**config.mk**
```make
export PLATFORM = sky130hd
export DESIGN_NAME = djpeg_idct_buf_reader_flat
export DESIGN_NICKNAME = d
export VERILOG_FILES = /design/src/rtl/djpeg_idct_buf_reader_if.sv /design/src/rtl/djpeg_idct_buf_reader.sv /design/src/flat_wrapper.sv
export SDC_FILE = /design/constraint.sdc
export NUM_CORES = 1
export LEC_CHECK = 0
export ABC_AREA = 1
export CAP_MARGIN = 5
export CORE_ASPECT_RATIO = 0.75
export CORE_UTILIZATION = 63
export CTS_BUF_LIST = sky130_fd_sc_hd__clkbuf_8
export CTS_CLUSTER_DIAMETER = 40
export DETAILED_ROUTE_END_ITERATION = 8
export GPL_TIMING_DRIVEN = 0
export PLACE_DENSITY = 0.88
export SKIP_CTS_REPAIR_TIMING = 1
export SLEW_MARGIN = 10
export SYNTH_ARGS = -nofsm -noshare
export SYNTH_HDL_FRONTEND = slang
export SYNTH_SLANG_ARGS = --single-unit
```
**constraint.sdc**
```tcl
create_clock -name clk -period 4.95 [get_ports clk]
set_input_delay 0.99 -clock clk [delete_from_list [all_inputs] [get_ports clk]]
set_output_delay 0.99 -clock clk [all_outputs]
set_load 0.05 [all_outputs]
```
**src/rtl/djpeg_idct_buf_reader_if.sv**
```systemverilog
// Read port of the IDCT transpose buffer plus the beat stream into the second
// 1-D IDCT pass; master is the reader, slave is the buffer/downstream side.
interface djpeg_idct_buf_reader_if #(
    parameter int DATA_W = 16
);
    logic              buf_enable;
    logic              buf_read;
    logic [4:0]        buf_address;
    logic [DATA_W-1:0] buf_data_a;
    logic [DATA_W-1:0] buf_data_b;

    logic              out_valid;
    logic              out_ready;
    logic [2:0]        out_page;
    logic [1:0]        out_count;
    logic [DATA_W-1:0] out_a;
    logic [DATA_W-1:0] out_b;
    logic              out_last;

    modport master (
        input  buf_enable, buf_data_a, buf_data_b, out_ready,
        output buf_read, buf_address, out_valid, out_page, out_count,
               out_a, out_b, out_last
    );

    modport slave (
        output buf_enable, buf_data_a, buf_data_b, out_ready,
        input  buf_read, buf_address, out_valid, out_page, out_count,
               out_a, out_b, out_last
    );
endinterface

```
**src/rtl/djpeg_idct_buf_reader.sv**
```systemverilog
// Read-side sequencer for the IDCT transpose buffer: sweeps addresses 0..31 of a
// full bank, un-swaps the returned lanes and streams them through a skid FIFO.
module djpeg_idct_buf_reader #(
    parameter int DATA_W     = 16,
    parameter int FIFO_DEPTH = 4
) (
    input  logic                   clk,
    input  logic                   rst,
    input  logic                   init,
    djpeg_idct_buf_reader_if.master bus,
    output logic                   idle
);
    localparam int PTR_W = (FIFO_DEPTH > 1) ? $clog2(FIFO_DEPTH) : 1;
    localparam int CNT_W = $clog2(FIFO_DEPTH + 1);
    localparam int CRD_W = CNT_W + 2;

    typedef enum logic {
        S_IDLE,
        S_RUN
    } state_t;

    typedef struct packed {
        logic [4:0]        addr;
        logic [DATA_W-1:0] a;
        logic [DATA_W-1:0] b;
    } beat_t;

    state_t            state_q, state_d;
    logic              rd_q, rd_d;
    logic [4:0]        addr_q, addr_d;
    logic              pend_q;
    logic [4:0]        pend_addr_q;

    beat_t             fifo_mem [FIFO_DEPTH];
    logic [PTR_W-1:0]  wr_ptr_q, rd_ptr_q;
    logic [CNT_W-1:0]  count_q;

    logic              push, pop, has_room, swap;
    logic [CRD_W-1:0]  credit;
    beat_t             cap_beat, head;

    function automatic logic [PTR_W-1:0] next_ptr(input logic [PTR_W-1:0] p);
        return (p == PTR_W'(FIFO_DEPTH - 1)) ? '0 : p + 1'b1;
    endfunction

    assign push = pend_q && !init;
    assign pop  = bus.out_valid && bus.out_ready;

    // Credit covers stored entries plus both pipeline stages, so an issue is
    // only made when its pair is guaranteed a slot when it lands.
    assign credit   = CRD_W'(count_q) + CRD_W'(rd_q) + CRD_W'(pend_q) - CRD_W'(pop);
    assign has_room = credit < CRD_W'(FIFO_DEPTH);

    // The buffer mirrors lanes on its current address[4]; undo that when the
    // address has since crossed the half boundary.
    assign swap          = addr_q[4] ^ pend_addr_q[4];
    assign cap_beat.addr = pend_addr_q;
    assign cap_beat.a    = swap ? bus.buf_data_b : bus.buf_data_a;
    assign cap_beat.b    = swap ? bus.buf_data_a : bus.buf_data_b;

    // NOTE: every always_comb output gets a default first so no path can infer a latch.
    always_comb begin
        state_d = state_q;
        rd_d    = 1'b0;
        addr_d  = addr_q;
        if (init) begin
            state_d = S_IDLE;
            addr_d  = '0;
        end else begin
            unique case (state_q)
                S_IDLE: begin
                    // Waiting out the cycle that drives address 31 gives the
                    // buffer time to retire its read bank before buf_enable is trusted.
                    if (bus.buf_enable && !rd_q && has_room) begin
                        state_d = S_RUN;
                        rd_d    = 1'b1;
                        addr_d  = '0;
                    end
                end
                S_RUN: begin
                    if (has_room) begin
                        rd_d   = 1'b1;
                        addr_d = addr_q + 5'd1;
                        if (addr_q == 5'd30) state_d = S_IDLE;
                    end
                end
                default: state_d = S_IDLE;
            endcase
        end
    end

    // NOTE: sequential state uses non-blocking assignments so every register samples pre-edge values.
    always_ff @(posedge clk or negedge rst) begin
        if (!rst) begin
            state_q     <= S_IDLE;
            rd_q        <= 1'b0;
            addr_q      <= '0;
            pend_q      <= 1'b0;
            pend_addr_q <= '0;
        end else begin
            state_q     <= state_d;
            rd_q        <= rd_d;
            addr_q      <= addr_d;
            pend_q      <= rd_q && !init;
            pend_addr_q <= addr_q;
        end
    end

    always_ff @(posedge clk or negedge rst) begin
        if (!rst) begin
            wr_ptr_q <= '0;
            rd_ptr_q <= '0;
            count_q  <= '0;
        end else if (init) begin
            wr_ptr_q <= '0;
            rd_ptr_q <= '0;
            count_q  <= '0;
        end else begin
            if (push) wr_ptr_q <= next_ptr(wr_ptr_q);
            if (pop)  rd_ptr_q <= next_ptr(rd_ptr_q);
            unique case ({push, pop})
                2'b10:   count_q <= count_q + 1'b1;
                2'b01:   count_q <= count_q - 1'b1;
                default: count_q <= count_q;
            endcase
        end
    end

    // NOTE: FIFO storage has no reset; the pointers and count make stale entries unobservable.
    always_ff @(posedge clk) begin
        if (push) fifo_mem[wr_ptr_q] <= cap_beat;
    end

    assign head            = fifo_mem[rd_ptr_q];
    assign bus.out_valid   = (count_q != '0);
    assign bus.out_page    = bus.out_valid ? head.addr[4:2] : 3'd0;
    assign bus.out_count   = bus.out_valid ? head.addr[1:0] : 2'd0;
    assign bus.out_a       = bus.out_valid ? head.a : '0;
    assign bus.out_b       = bus.out_valid ? head.b : '0;
    assign bus.out_last    = bus.out_valid && (head.addr == 5'd31);
    assign bus.buf_read    = rd_q;
    assign bus.buf_address = addr_q;
    assign idle            = (state_q == S_IDLE) && (count_q == '0);
endmodule
```
**src/flat_wrapper.sv**
```systemverilog
// flat-port wrapper written by rule: the top's interface ports become plain ports
module djpeg_idct_buf_reader_flat 
#(
    parameter int DATA_W     = 16,
    parameter int FIFO_DEPTH = 4
)
  (clk, rst, init, idle, bus_buf_enable, bus_buf_data_a, bus_buf_data_b, bus_out_ready, bus_buf_read, bus_buf_address, bus_out_valid, bus_out_page, bus_out_count, bus_out_a, bus_out_b, bus_out_last);
  djpeg_idct_buf_reader_if #(.DATA_W(DATA_W)) bus_i ();
  input  logic clk;
  input  logic rst;
  input  logic init;
  output logic idle;
  input wire logic [$bits(bus_i.buf_enable)-1:0] bus_buf_enable;
  input wire logic [$bits(bus_i.buf_data_a)-1:0] bus_buf_data_a;
  input wire logic [$bits(bus_i.buf_data_b)-1:0] bus_buf_data_b;
  input wire logic [$bits(bus_i.out_ready)-1:0] bus_out_ready;
  output wire logic [$bits(bus_i.buf_read)-1:0] bus_buf_read;
  output wire logic [$bits(bus_i.buf_address)-1:0] bus_buf_address;
  output wire logic [$bits(bus_i.out_valid)-1:0] bus_out_valid;
  output wire logic [$bits(bus_i.out_page)-1:0] bus_out_page;
  output wire logic [$bits(bus_i.out_count)-1:0] bus_out_count;
  output wire logic [$bits(bus_i.out_a)-1:0] bus_out_a;
  output wire logic [$bits(bus_i.out_b)-1:0] bus_out_b;
  output wire logic [$bits(bus_i.out_last)-1:0] bus_out_last;
  assign bus_i.buf_enable = bus_buf_enable;
  assign bus_i.buf_data_a = bus_buf_data_a;
  assign bus_i.buf_data_b = bus_buf_data_b;
  assign bus_i.out_ready = bus_out_ready;
  assign bus_buf_read = bus_i.buf_read;
  assign bus_buf_address = bus_i.buf_address;
  assign bus_out_valid = bus_i.out_valid;
  assign bus_out_page = bus_i.out_page;
  assign bus_out_count = bus_i.out_count;
  assign bus_out_a = bus_i.out_a;
  assign bus_out_b = bus_i.out_b;
  assign bus_out_last = bus_i.out_last;
  djpeg_idct_buf_reader #(.DATA_W(DATA_W), .FIFO_DEPTH(FIFO_DEPTH)) u_core (.clk(clk), .rst(rst), .init(init), .bus(bus_i), .idle(idle));
endmodule
```
==> qor.log, run 1 <==
[outcome] run status finished clean
[floorplan] count of pins on the block boundary 83
[floorplan] floorplan row count 33
[floorplan] die area 12,100 sq um
[clocking] number of buffers created by CTS 17
[timing] Post-Route Hold Slack 0.509 ns
[global_routing] global-route total usage across every layer 32.4%
[placed_design] count of placed standard cells including taps 899
[cells_and_area] final instance area 8830 sq um
[floorplan] vertical die dimension 95.5 microns
[global_routing] via count of the first global-routing pass 5,414
[routing] first drt pass iteration count 6
[placed_design] port buffer count 82
[timing] post-route clock period utilization 79.9%
[cells_and_area] layout cell share with drive strength beyond 1 10.6%
[timing] Tmin final 3.95 ns
[setup_path] signal arrival time at the worst endpoint 2.96 ns
[routing] Detailed Route Iter0 Violations 729
[setup_path] Startpoint Class register
[clocking] root buffer cell sky130_fd_sc_hd__clkbuf_8
[routing] residual antenna-violating net count after detailed routing 0
[setup_path] kind of cell adding the most delay to the critical path buffers and inverters
[hold_path] path class of the lowest-slack min-delay path register to register
[setup_path] largest driver fanout on the critical path 10
[synth] Yosys top cell by area sky130_fd_sc_hd__edfxtp_1
[power] worst IR drop on VDD 265 uV
[setup_path] chain of cells forming the critical path inv_2 > buf_4 > clkbuf_1 > o21ai_0 > a21oi_1 > clkdlybuf4s50_1
[cells_and_area] Ant. Diodes 0
[synth] share of the synthesized area in the top cell type 60.5%
[clocking] worst-skew pair later-pin latency 0.47 ns
[timing] clock skew 0.0104 ns
[global_routing] number of antenna violations at the first check in global routing 0
[synth] number of warnings issued by yosys 0
[timing] final worst slack 0.997 ns
[placed_design] placement-stage worst setup slack 1.55 ns
[power] standby leakage power 3.32 nW
[floorplan] Core Footprint 11,100 sq um
[synth] post-synthesis cell count 673
[setup_path] CP bufs+invs 4
[cells_and_area] Final Instance Count excl. Fillers 931
[timing] actual transition at the worst max-transition pin 0.943 ns
[cells_and_area] Layout Area Growth over Synthesis 20.2%
[timing] total setup violations reported at the end of the flow 0
[setup_path] type of the setup path with the least slack register to primary output
[job] max-cap violation count 0
[setup_path] crit end category primary output
[setup_path] Crit path largest cell delay 0.86 ns
[synth] Synth cell types 31
[clocking] number of levels in the clock H-tree 4
[timing] number of pins exceeding their max-slew limit in the final report 0
[timing] maximum achievable frequency 0.253 GHz
[routing] number of vias after detailed routing 5,579
[global_routing] GR Overflow Total 0
[setup_path] startpoint of the worst setup timing path u_core.rd_ptr_q[0]$_DFFE_PN0P_
[clocking] largest buffer count on any clock path 2
[routing] drt via density 5.99
[synth] commonest register cell after synthesis sky130_fd_sc_hd__edfxtp_1
[clocking] TritonCTS clock tree done
[placed_design] placer congestion estimate 0.899
[floorplan] floorplan die width 127 microns
[synth] largest cells by area after synthesis sky130_fd_sc_hd__edfxtp_1 (60%), sky130_fd_sc_hd__nor2_1 (9.1%), sky130_fd_sc_hd__dfrtp_1 (6.8%), sky130_fd_sc_hd__o21ai_1 (3.8%), sky130_fd_sc_hd__a21oi_1 (3.5%)
[cells_and_area] number of nets in the final layout 828
[hold_path] hold path start u_core.pend_addr_q[3]$_DFF_PN0_
[routing] DRC Markers 0
[synth] synthesized area per cell 10.9 sq um
[power] Power Dens Cells 397 nW/um^2
[placed_design] Final HPWL DP 12,000 microns
[synth] most instantiated library cell after synthesis sky130_fd_sc_hd__nor2_1
[synth] top cell types by occurrence after synthesis sky130_fd_sc_hd__nor2_1 (179), sky130_fd_sc_hd__edfxtp_1 (148), sky130_fd_sc_hd__o21ai_1 (56)
[synth] number of enable flip-flop cells after synthesis 148
[floorplan] starting density of the core 65.9%
[routing] total wire length after detailed routing 18,500 microns
[global_routing] pin count of the biggest net entering global routing 29
[synth] post-synthesis sequential area ratio 67.3%
[synth] Seq cells post-synth 168
[global_routing] global-route wire length before repair 28,500 microns
[synth] net count of the mapped netlist 723
[synth] fraction of registers with async set or reset after synthesis 11.9%
[timing] number of endpoints with negative hold slack in the final report 0
[clocking] clock slew seen by the registers of the worst setup and hold paths 0.09 ns
[clocking] TritonCTS sink count 168
[synth] Cell Area, Synth 7350 sq um
[placed_design] Post-DP Area 8460 sq um
[setup_path] standard cell with the maximum stage delay on the critical path sky130_fd_sc_hd__clkdlybuf4s50_1
[setup_path] startpoint of the worst-slack reg-to-reg timing path u_core.bus.buf_read$_DFF_PN0_
[routing] wire per inst 19.9 microns
[setup_path] data required time at the worst endpoint 3.96 ns
[timing] headroom to the max-slew limit 37.0%
[timing] RSZ-0062 raised after global routing no
==> placed cells by master, fill, tap and decap left out, drive strengths merged <==
cell type      instances
ha                    12
clkinv                 5
bufinv                 1
o22a                   2
nor2                 181
clkdlybuf4s50         82
dfrtp                 20
fa                     1
clkinvlp               3
or2                    1
a32oi                  1
edfxtp               148
clkbuf                27
buf                   28
a21oi                 52
nand3                 19
inv                   54
o22ai                  1
xnor2                  4
o21ai                 95
o211ai                 1
nand2                 50
xor2                   3
==> flip-flops by register name (all words and copies together) (netlist names) <==
signal,cells
u_core.fifo_mem,148
u_core.bus.buf_address,5
u_core.pend_addr_q,5
u_core.count_q,3
u_core.rd_ptr_q,2
u_core.wr_ptr_q,2
u_core.bus.buf_read,1
u_core.pend_q,1
u_core.state_q,1
==> worst reg2reg max path, cell delays in order (launching register included) <==
cell	delay, ns
sky130_fd_sc_hd__dfrtp_1	0.42
sky130_fd_sc_hd__ha_1	0.26
sky130_fd_sc_hd__ha_1	0.20
sky130_fd_sc_hd__xnor2_1	0.19
sky130_fd_sc_hd__inv_1	0.07
sky130_fd_sc_hd__ha_1	0.29
sky130_fd_sc_hd__inv_1	0.11
sky130_fd_sc_hd__nor2_1	0.05
sky130_fd_sc_hd__nor2_1	0.08
sky130_fd_sc_hd__nand2_1	0.05
sky130_fd_sc_hd__nand2_1	0.15
sky130_fd_sc_hd__o211ai_2	0.20
sky130_fd_sc_hd__nand3_1	0.12
sky130_fd_sc_hd__nand2_1	0.07
==> cell families (layout without fill, tap and decap cells) <==
logic type | Yosys count | in the layout | share of synthesized area (%)
DFF | 168 | 168 | 67.3
adders and majority gates | 13 | 13 | 2.32
and+or+nand+nor | 251 | 251 | 13.9
AOI/OAI and AO/OA | 152 | 152 | 10.8
buffers and inverters | 82 | 200 | 4.77
xor gates and xnor gates | 7 | 7 | 0.937
==> routing by layer <==
| metal | wire (microns) | global-route usage, % | up-vias |
|---|---|---|---|
| li1 | - | - | 2507 |
| met1 | 6930 | 42.0 | 2624 |
| met2 | 9000 | 53.0 | 391 |
| met3 | 2020 | 7.97 | 57 |
| met4 | 544 | 14.5 | 0 |
| met5 | 0 | 0 | - |
==> where the power goes <==
part,switching (mW),internal (mW),total [mW],leakage [nW]
registers,0.0281,1.58,1.61,1.61
logic,0.668,0.280,0.948,1.52
clock network,0.537,0.409,0.946,0.189
total,1.23,2.27,3.51,3.32
==> per-stage QoR <==
step | util (%) | TNS (ns) | power (mW)
after floorplan | - | 0 | 2.24
after detailed placement | 75.8 | 0 | 2.57
after global routing | 79.2 | 0 | 3.63
after CTS | 79.2 | 0 | 3.50
after global placement | 74.9 | -11.70 | 2.54
final | 79.2 | 0 | 3.51
==> final timing paths <==
check / to / slack (ns) / depth (start not counted)
worst max-delay path: bus_out_a[11] / 1.0 / 6
worst min-delay path: u_core.fifo_mem[1][35]$_DFFE_PP_ / 0.51 / 0
worst max register to register: u_core.bus.buf_address[1]$_DFFE_PN0P_ / 2.57 / 13
worst min register to register: u_core.fifo_mem[1][35]$_DFFE_PP_ / 0.51 / 0
max in group asynchronous: u_core.pend_addr_q[4]$_DFF_PN0_ / 3.33 / 1
min in group asynchronous: u_core.count_q[1]$_DFFE_PN0P_ / 1.04 / 1
==> final cells by class <==
class | count | area (sq um)
Timing Repair Buffer | 86 | 901
Clock inverter | 15 | 145
Multi-Input combinational cell | 423 | 2080
Inverter | 48 | 181
Fill cell | 623 | 2310
Tap cell | 140 | 175
Clock buffer | 17 | 234
Buffer | 34 | 169
Sequential cell | 168 | 4940
No activity file was read; power rests on OpenSTA's default activity.
==> run 2, diff against run 1 <==
--- a/config.mk
+++ b/config.mk
@@ -8,12 +8,12 @@
 export ABC_AREA = 1
 export CAP_MARGIN = 5
 export CORE_ASPECT_RATIO = 0.75
-export CORE_UTILIZATION = 63
+export CORE_UTILIZATION = 53
 export CTS_BUF_LIST = sky130_fd_sc_hd__clkbuf_8
 export CTS_CLUSTER_DIAMETER = 40
 export DETAILED_ROUTE_END_ITERATION = 8
 export GPL_TIMING_DRIVEN = 0
-export PLACE_DENSITY = 0.88
+export PLACE_DENSITY = 0.79
 export SKIP_CTS_REPAIR_TIMING = 1
 export SLEW_MARGIN = 10
 export SYNTH_ARGS = -nofsm -noshare
==> constraint.sdc (replaced) <==
create_clock -name clk -period 3.6 [get_ports clk]
set_input_delay 0.72 -clock clk [delete_from_list [all_inputs] [get_ports clk]]
set_output_delay 0.72 -clock clk [all_outputs]
set_load 0.05 [all_outputs]
==> run 2 against run 1 <==
Via count down 2.0%. Setup slack worse by 0.90 ns. Clock skew up 0.0064 ns. Utilization down 12 points. Cell count up 3.3%. Highest routed layer unchanged.
==> qor.log, run 2 (synthesis results as in run 1) <==
[setup_path] standard cell with the maximum stage delay on the critical path sky130_fd_sc_hd__clkdlybuf4s50_1
[timing] number of pins exceeding their max-slew limit in the final report 0 [unchanged]
[routing] drt via density 5.69 [-5.1%]
[setup_path] register-to-register setup slack 1.17 ns [-1.40 ns]
[clocking] number of buffers created by CTS 17 [unchanged]
[clocking] number of levels in the clock H-tree 4 [unchanged]
[job] max-cap violation count 0 [unchanged]
[routing] wire per inst 19.0 microns [-4.4%]
[placed_design] count of placed standard cells including taps 930 [+3.4%]
[cells_and_area] max reg flops 148 [unchanged]
[setup_path] crit end category primary output
[global_routing] via count of the first global-routing pass 5,312 [-1.9%]
[placed_design] Final HPWL DP 12,200 microns [+1.5%]
[outcome] run status finished clean
[cells_and_area] layout cell share with drive strength beyond 1 11.1% [+0.51 points]
[global_routing] GR Overflow Total 0 [unchanged]
[routing] first drt pass iteration count 5 [-1]
[timing] clock skew 0.0169 ns [+0.00645 ns]
[clocking] worst-skew pair later-pin latency 0.46 ns [about the same]
[cells_and_area] Ant. Diodes 0 [unchanged]
[cells_and_area] register with the most flip-flops u_core.fifo_mem
[clocking] clock slew seen by the registers of the worst setup and hold paths 0.09 ns [about the same]
[global_routing] pin count of the biggest net entering global routing 26 [-10%]
[clocking] largest buffer count on any clock path 2 [unchanged]
[setup_path] CP bufs+invs 4 [unchanged]
[global_routing] global-route wire length before repair 27,900 microns [-2.1%]
[routing] total wire length after detailed routing 18,300 microns [-1.2%]
[timing] Tmin final 3.50 ns
[cells_and_area] Final Instance Count excl. Fillers 962 [+3.3%]
[setup_path] Critical Path End bus_out_b[0]
[floorplan] floorplan row count 36 [+9.1%]
[setup_path] largest driver fanout on the critical path 10 [unchanged]
[routing] residual antenna-violating net count after detailed routing 0 [unchanged]
[floorplan] die area 14,300 sq um [+19%]
[setup_path] Crit path largest cell delay 0.84 ns [-0.02 ns]
[setup_path] Worst Reg-to-Reg Cells 13 [unchanged]
[placed_design] placer congestion estimate 0.885 [-1.6%]
[timing] headroom to the max-slew limit 38.1% [+1.2 points]
[timing] actual transition at the worst max-transition pin 0.925 ns [-0.0175 ns]
[clocking] TritonCTS sink count 168 [unchanged]
[floorplan] count of pins on the block boundary 83 [unchanged]
[routing] Detailed Route Iter0 Violations 594 [-19%]
[floorplan] vertical die dimension 104 microns [+8.8%]
[floorplan] Core Footprint 13,200 sq um [+19%]
[floorplan] floorplan die width 138 microns [+8.9%]
[cells_and_area] Layout Area Growth over Synthesis 21.6%
[power] worst IR drop on VDD 367 uV [+38%]
[power] standby leakage power 3.58 nW [+7.9%]
[setup_path] Stages on worst setup path 6 [unchanged]
[global_routing] number of antenna violations at the first check in global routing 0 [unchanged]
[clocking] TritonCTS clock tree done
[timing] total setup violations reported at the end of the flow 0 [unchanged]
[power] Total Power Consumption 4.85 mW [+38%]
[cells_and_area] final standard cell utilization of the core 67.5% [-12 points]
[setup_path] chain of cells forming the critical path inv_2 > buf_4 > clkbuf_1 > o21ai_1 > a21oi_1 > clkdlybuf4s50_1
[timing] maximum achievable frequency 0.286 GHz
[timing] post-route clock period utilization 97.2%
[setup_path] Startpoint Class register
[timing] RSZ-0062 raised after global routing no
[setup_path] data required time at the worst endpoint 2.88 ns [-1.08 ns]
[routing] DRC Markers 0 [unchanged]
[clocking] root buffer cell sky130_fd_sc_hd__clkbuf_8
[setup_path] Worst R2R End u_core.bus.buf_address[0]$_DFFE_PN0P_
[cells_and_area] commonest non-fill, non-tap cells in the layout sky130_fd_sc_hd__nor2_1 (175), sky130_fd_sc_hd__edfxtp_1 (148), sky130_fd_sc_hd__clkdlybuf4s50_1 (68), sky130_fd_sc_hd__o21ai_1 (56), sky130_fd_sc_hd__a21oi_1 (52)
[setup_path] kind of cell adding the most delay to the critical path buffers and inverters
[power] Power Dens Cells 543 nW/um^2 [+37%]
[setup_path] startpoint of the worst-slack reg-to-reg timing path u_core.bus.buf_read$_DFF_PN0_
[floorplan] starting density of the core 55.5% [-10 points]
[routing] number of vias after detailed routing 5,469 [-2.0%]
[timing] number of endpoints with negative hold slack in the final report 0 [unchanged]
[setup_path] startpoint of the worst setup timing path u_core.rd_ptr_q[0]$_DFFE_PN0P_
[setup_path] type of the setup path with the least slack register to primary output
[cells_and_area] number of nets in the final layout 828 [unchanged]
[global_routing] global-route total usage across every layer 26.6% [-5.8 points]
[placed_design] port buffer count 82 [unchanged]
[setup_path] signal arrival time at the worst endpoint 2.78 ns [-0.18 ns]
[cells_and_area] most frequent standard cell in the layout excluding fill and tap cells sky130_fd_sc_hd__nor2_1
[hold_path] path class of the lowest-slack min-delay path register to register
-- run 2: worst min path at each step --
stage	end	depth (start not counted)	start	slack (ns)
final	u_core.pend_addr_q[3]$_DFF_PN0_	0	u_core.bus.buf_address[3]$_DFFE_PN0P_	0.50
after global routing	u_core.fifo_mem[1][34]$_DFFE_PP_	0	u_core.pend_addr_q[2]$_DFF_PN0_	0.53
after CTS	u_core.pend_addr_q[3]$_DFF_PN0_	0	u_core.bus.buf_address[3]$_DFFE_PN0P_	0.51
after detailed placement	u_core.pend_addr_q[3]$_DFF_PN0_	0	u_core.bus.buf_address[3]$_DFFE_PN0P_	0.48
after global placement	u_core.pend_addr_q[3]$_DFF_PN0_	0	u_core.bus.buf_address[3]$_DFFE_PN0P_	0.47
after floorplan	u_core.bus.buf_address[0]$_DFFE_PN0P_	0	rst	0.42
-- run 2: stage by stage --
| stage | hold slack (ns) | instance area (sq um) | setup TNS [ns] | worst slack, ns |
|---|---|---|---|---|
| 2_1_floorplan | 0.424 | 7350 | 0 | 0.317 |
| 3_3_place_gp | 0.468 | 8380 | -179.08 | -1.27 |
| 6_report | 0.503 | 8930 | 0 | 0.100 |
| 4_1_cts | 0.511 | 8890 | -0.130 | -0.0703 |
| 3_5_place_dp | 0.484 | 8500 | 0 | 0.483 |
| 5_1_grt | 0.527 | 8930 | 0 | 0.0112 |
-- run 2: power breakdown --
group | internal (mW) | switching (mW)
combinational | 0.386 | 0.915
sequential | 2.18 | 0.0369
clock | 0.575 | 0.757
-- run 2: routing by layer --
metal / GRT usage [%] / share of wire, %
met2: 42.8 / 49
met4: 8.62 / 1.6
met5: 0 / 0
met1: 36.1 / 41
met3: 5.41 / 8.1
-- run 2: layout make-up --
class                      count  area, sq um
inverter                      48          181
clock inverter                15          159
tap                          171          214
fill                         945         4310
buffer                        34          174
multi-input combinational    423         2080
clock buffer                  17          234
timing repair buffer          86          943
sequential                   168         4940
==> run 3, diff against run 2 <==
--- a/config.mk
+++ b/config.mk
@@ -7,15 +7,18 @@
 export LEC_CHECK = 0
 export ABC_AREA = 1
 export CAP_MARGIN = 5
+export CELL_PAD_IN_SITES_DETAIL_PLACEMENT = 0
+export CELL_PAD_IN_SITES_GLOBAL_PLACEMENT = 2
 export CORE_ASPECT_RATIO = 0.75
-export CORE_UTILIZATION = 53
+export CORE_UTILIZATION = 35
 export CTS_BUF_LIST = sky130_fd_sc_hd__clkbuf_8
 export CTS_CLUSTER_DIAMETER = 40
+export CTS_CLUSTER_SIZE = 20
 export DETAILED_ROUTE_END_ITERATION = 8
 export GPL_TIMING_DRIVEN = 0
-export PLACE_DENSITY = 0.79
+export PLACE_DENSITY_LB_ADDON = 0.1
 export SKIP_CTS_REPAIR_TIMING = 1
-export SLEW_MARGIN = 10
+export SLEW_MARGIN = 25
 export SYNTH_ARGS = -nofsm -noshare
 export SYNTH_HDL_FRONTEND = slang
 export SYNTH_SLANG_ARGS = --single-unit
==> run 3 against run 2 <==
Hold slack worse by 0.29 ns. Via count is 4.3% lower. Utilization is 22 points lower. Die area is 50% higher. Cell area is 3.2% higher. Setup slack better by 0.073 ns. Clock power is 8% higher. Wire length is 7.3% higher. Power is 2.4% higher. Combinational power hardly changed. Largest cell class unchanged.
==> qor.log, run 3 (synthesis results as in run 1) <==
[outcome] run status finished clean
[routing] number of vias after detailed routing 5,233 [-4.3%]
[timing] headroom to the max-slew limit 55.5% [+17 points]
[setup_path] Crit path largest cell delay 0.83 ns [about the same]
[cells_and_area] Ant. Diodes 0 [unchanged]
[placed_design] port buffer count 82 [unchanged]
[setup_path] Startpoint Class register
[clocking] root buffer cell sky130_fd_sc_hd__clkbuf_8
[clocking] worst-skew pair later-pin latency 0.45 ns [about the same]
[floorplan] count of pins on the block boundary 83 [unchanged]
[cells_and_area] number of nets in the final layout 832 [+0.48%]
[cells_and_area] max reg flops 148 [unchanged]
[cells_and_area] final instance area 9220 sq um [+3.2%]
[timing] RSZ-0062 raised after global routing no
[power] Power Dens Cells 538 nW/um^2 [-0.83%]
[setup_path] chain of cells forming the critical path inv_1 > nand3_2 > inv_2 > clkbuf_2 > a21oi_1 > clkdlybuf4s50_1
[cells_and_area] commonest non-fill, non-tap cells in the layout sky130_fd_sc_hd__nor2_1 (175), sky130_fd_sc_hd__edfxtp_1 (148), sky130_fd_sc_hd__clkdlybuf4s50_1 (67), sky130_fd_sc_hd__o21ai_1 (56), sky130_fd_sc_hd__a21oi_1 (52)
[floorplan] die area 21,600 sq um [+50%]
[timing] clock skew 0.00684 ns [-0.0100 ns]
[routing] wire per inst 18.2 microns [-4.1%]
[routing] residual antenna-violating net count after detailed routing 0 [unchanged]
[timing] actual transition at the worst max-transition pin 0.668 ns [-0.257 ns]
[setup_path] Stages on worst setup path 6 [unchanged]
[timing] Post-Route Hold Slack 0.215 ns [-0.288 ns]
[setup_path] standard cell with the maximum stage delay on the critical path sky130_fd_sc_hd__clkdlybuf4s50_1
[routing] DRC Markers 0 [unchanged]
[clocking] largest buffer count on any clock path 2 [unchanged]
[setup_path] CP bufs+invs 4 [unchanged]
[global_routing] via count of the first global-routing pass 5,118 [-3.7%]
[setup_path] register-to-register setup slack 1.24 ns [+0.07 ns]
[placed_design] placer congestion estimate 0.744 [-16%]
[global_routing] number of antenna violations at the first check in global routing 0 [unchanged]
[clocking] TritonCTS sink count 168 [unchanged]
[setup_path] crit end category primary output
[floorplan] starting density of the core 36.1% [-19 points]
[global_routing] global-route wire length before repair 30,100 microns [+7.8%]
[placed_design] Final HPWL DP 13,700 microns [+12%]
[setup_path] signal arrival time at the worst endpoint 2.71 ns [-0.07 ns]
[floorplan] floorplan row count 45 [+25%]
[routing] first drt pass iteration count 5 [unchanged]
[placed_design] Post-DP Area 8760 sq um [+3.0%]
[floorplan] vertical die dimension 127 microns [+23%]
[hold_path] path class of the lowest-slack min-delay path input port to asynchronous set/reset pin
[setup_path] type of the setup path with the least slack register to primary output
[routing] total wire length after detailed routing 19,600 microns [+7.3%]
[cells_and_area] final standard cell utilization of the core 45.2% [-22 points]
[setup_path] largest driver fanout on the critical path 10 [unchanged]
[power] standby leakage power 3.66 nW [+2.2%]
[timing] maximum achievable frequency 0.292 GHz [+2.1%]
[clocking] clock slew seen by the registers of the worst setup and hold paths 0.09 ns [about the same]
[power] worst IR drop on VDD 263 uV [-28%]
[clocking] number of buffers created by CTS 17 [unchanged]
[timing] Total Negative Setup Slacks 0 ns [unchanged]
[global_routing] GR Overflow Total 0 [unchanged]
[routing] Detailed Route Iter0 Violations 483 [-19%]
[floorplan] floorplan die width 169 microns [+23%]
[floorplan] Core Footprint 20,400 sq um [+54%]
[timing] Tmin final 3.43 ns [-0.0727 ns]
[clocking] TritonCTS clock tree done
[timing] number of pins exceeding their max-slew limit in the final report 0 [unchanged]
[global_routing] global-route total usage across every layer 19.2% [-7.4 points]
[global_routing] pin count of the biggest net entering global routing 21 [-19%]
[setup_path] kind of cell adding the most delay to the critical path buffers and inverters
[setup_path] data required time at the worst endpoint 2.88 ns [about the same]
[clocking] number of levels in the clock H-tree 4 [unchanged]
[timing] number of endpoints with negative hold slack in the final report 0 [unchanged]
[cells_and_area] layout cell share with drive strength beyond 1 11.9% [+0.82 points]
[cells_and_area] most frequent standard cell in the layout excluding fill and tap cells sky130_fd_sc_hd__nor2_1
[routing] drt via density 4.86 [-15%]
[cells_and_area] register with the most flip-flops u_core.fifo_mem
[cells_and_area] Layout Area Growth over Synthesis 25.5%
[job] max-cap violation count 0 [unchanged]
[timing] post-route clock period utilization 95.2% [-2.0 points]
[setup_path] Worst Reg-to-Reg Cells 13 [unchanged]
[timing] total setup violations reported at the end of the flow 0 [unchanged]
[power] Total Power Consumption 4.96 mW [+2.4%]
[run 3: cell count changes in the layout (fill, tap and decap cells not counted), moves of 2 or more]
| cell | previous run | this run |
|---|---|---|
| sky130_fd_sc_hd__buf_16 | 1 | 6 |
| sky130_fd_sc_hd__clkinv_4 | 1 | 4 |
| sky130_fd_sc_hd__bufinv_16 | 1 | 3 |
| sky130_fd_sc_hd__clkbuf_1 | 6 | 4 |
| sky130_fd_sc_hd__clkbuf_2 | 4 | 6 |
| sky130_fd_sc_hd__clkinvlp_4 | 3 | 1 |
| sky130_fd_sc_hd__inv_8 | 3 | 1 |
[run 3: power breakdown]
| part | switching (mW) | internal, mW |
|---|---|---|
| combinational | 0.924 | 0.392 |
| sequential | 0.0366 | 2.18 |
| clock | 0.728 | 0.703 |
| total | 1.69 | 3.27 |
[run 3: area by class of cell]
class	count	area (sq um)
buffer	34	176
clock buffer	17	234
clock inverter	15	191
fill	1938	11200
inverter	48	181
multi-input combinational	423	2080
sequential	168	4940
tap	282	353
timing repair buffer	90	1060
[run 3: worst paths after layout]
| check | startpoint | to |
|---|---|---|
| setup / recovery | u_core.count_q[1]$_DFFE_PN0P_ | bus_out_a[4] |
| hold / removal | rst | u_core.wr_ptr_q[1]$_DFFE_PN0P_ |
| setup reg to reg | u_core.bus.buf_read$_DFF_PN0_ | u_core.bus.buf_address[1]$_DFFE_PN0P_ |
| hold reg to reg | u_core.pend_addr_q[0]$_DFF_PN0_ | u_core.fifo_mem[0][32]$_DFFE_PP_ |
| max in group asynchronous | rst | u_core.bus.buf_address[1]$_DFFE_PN0P_ |
| min in group clk | u_core.pend_addr_q[0]$_DFF_PN0_ | u_core.fifo_mem[0][32]$_DFFE_PP_ |
[run 3: metrics by stage]
stage	worst slack [ns]	cells
2_1_floorplan	0.317	673
3_3_place_gp	-1.71	1037
3_5_place_dp	0.273	1045
4_1_cts	-0.272	1077
5_1_grt	0.0100	1077
6_report	0.173	1077
[run 3: routing by layer]
| layer | vias up | global-route usage (%) | share of wire (%) |
|---|---|---|---|
| met5 | - | 0 | 0 |
| met4 | 0 | 4.77 | 0.77 |
| met3 | 12 | 4.18 | 4.5 |
| met2 | 117 | 28.2 | 43 |
| met1 | 2585 | 28.6 | 52 |
| li1 | 2519 | - | - |
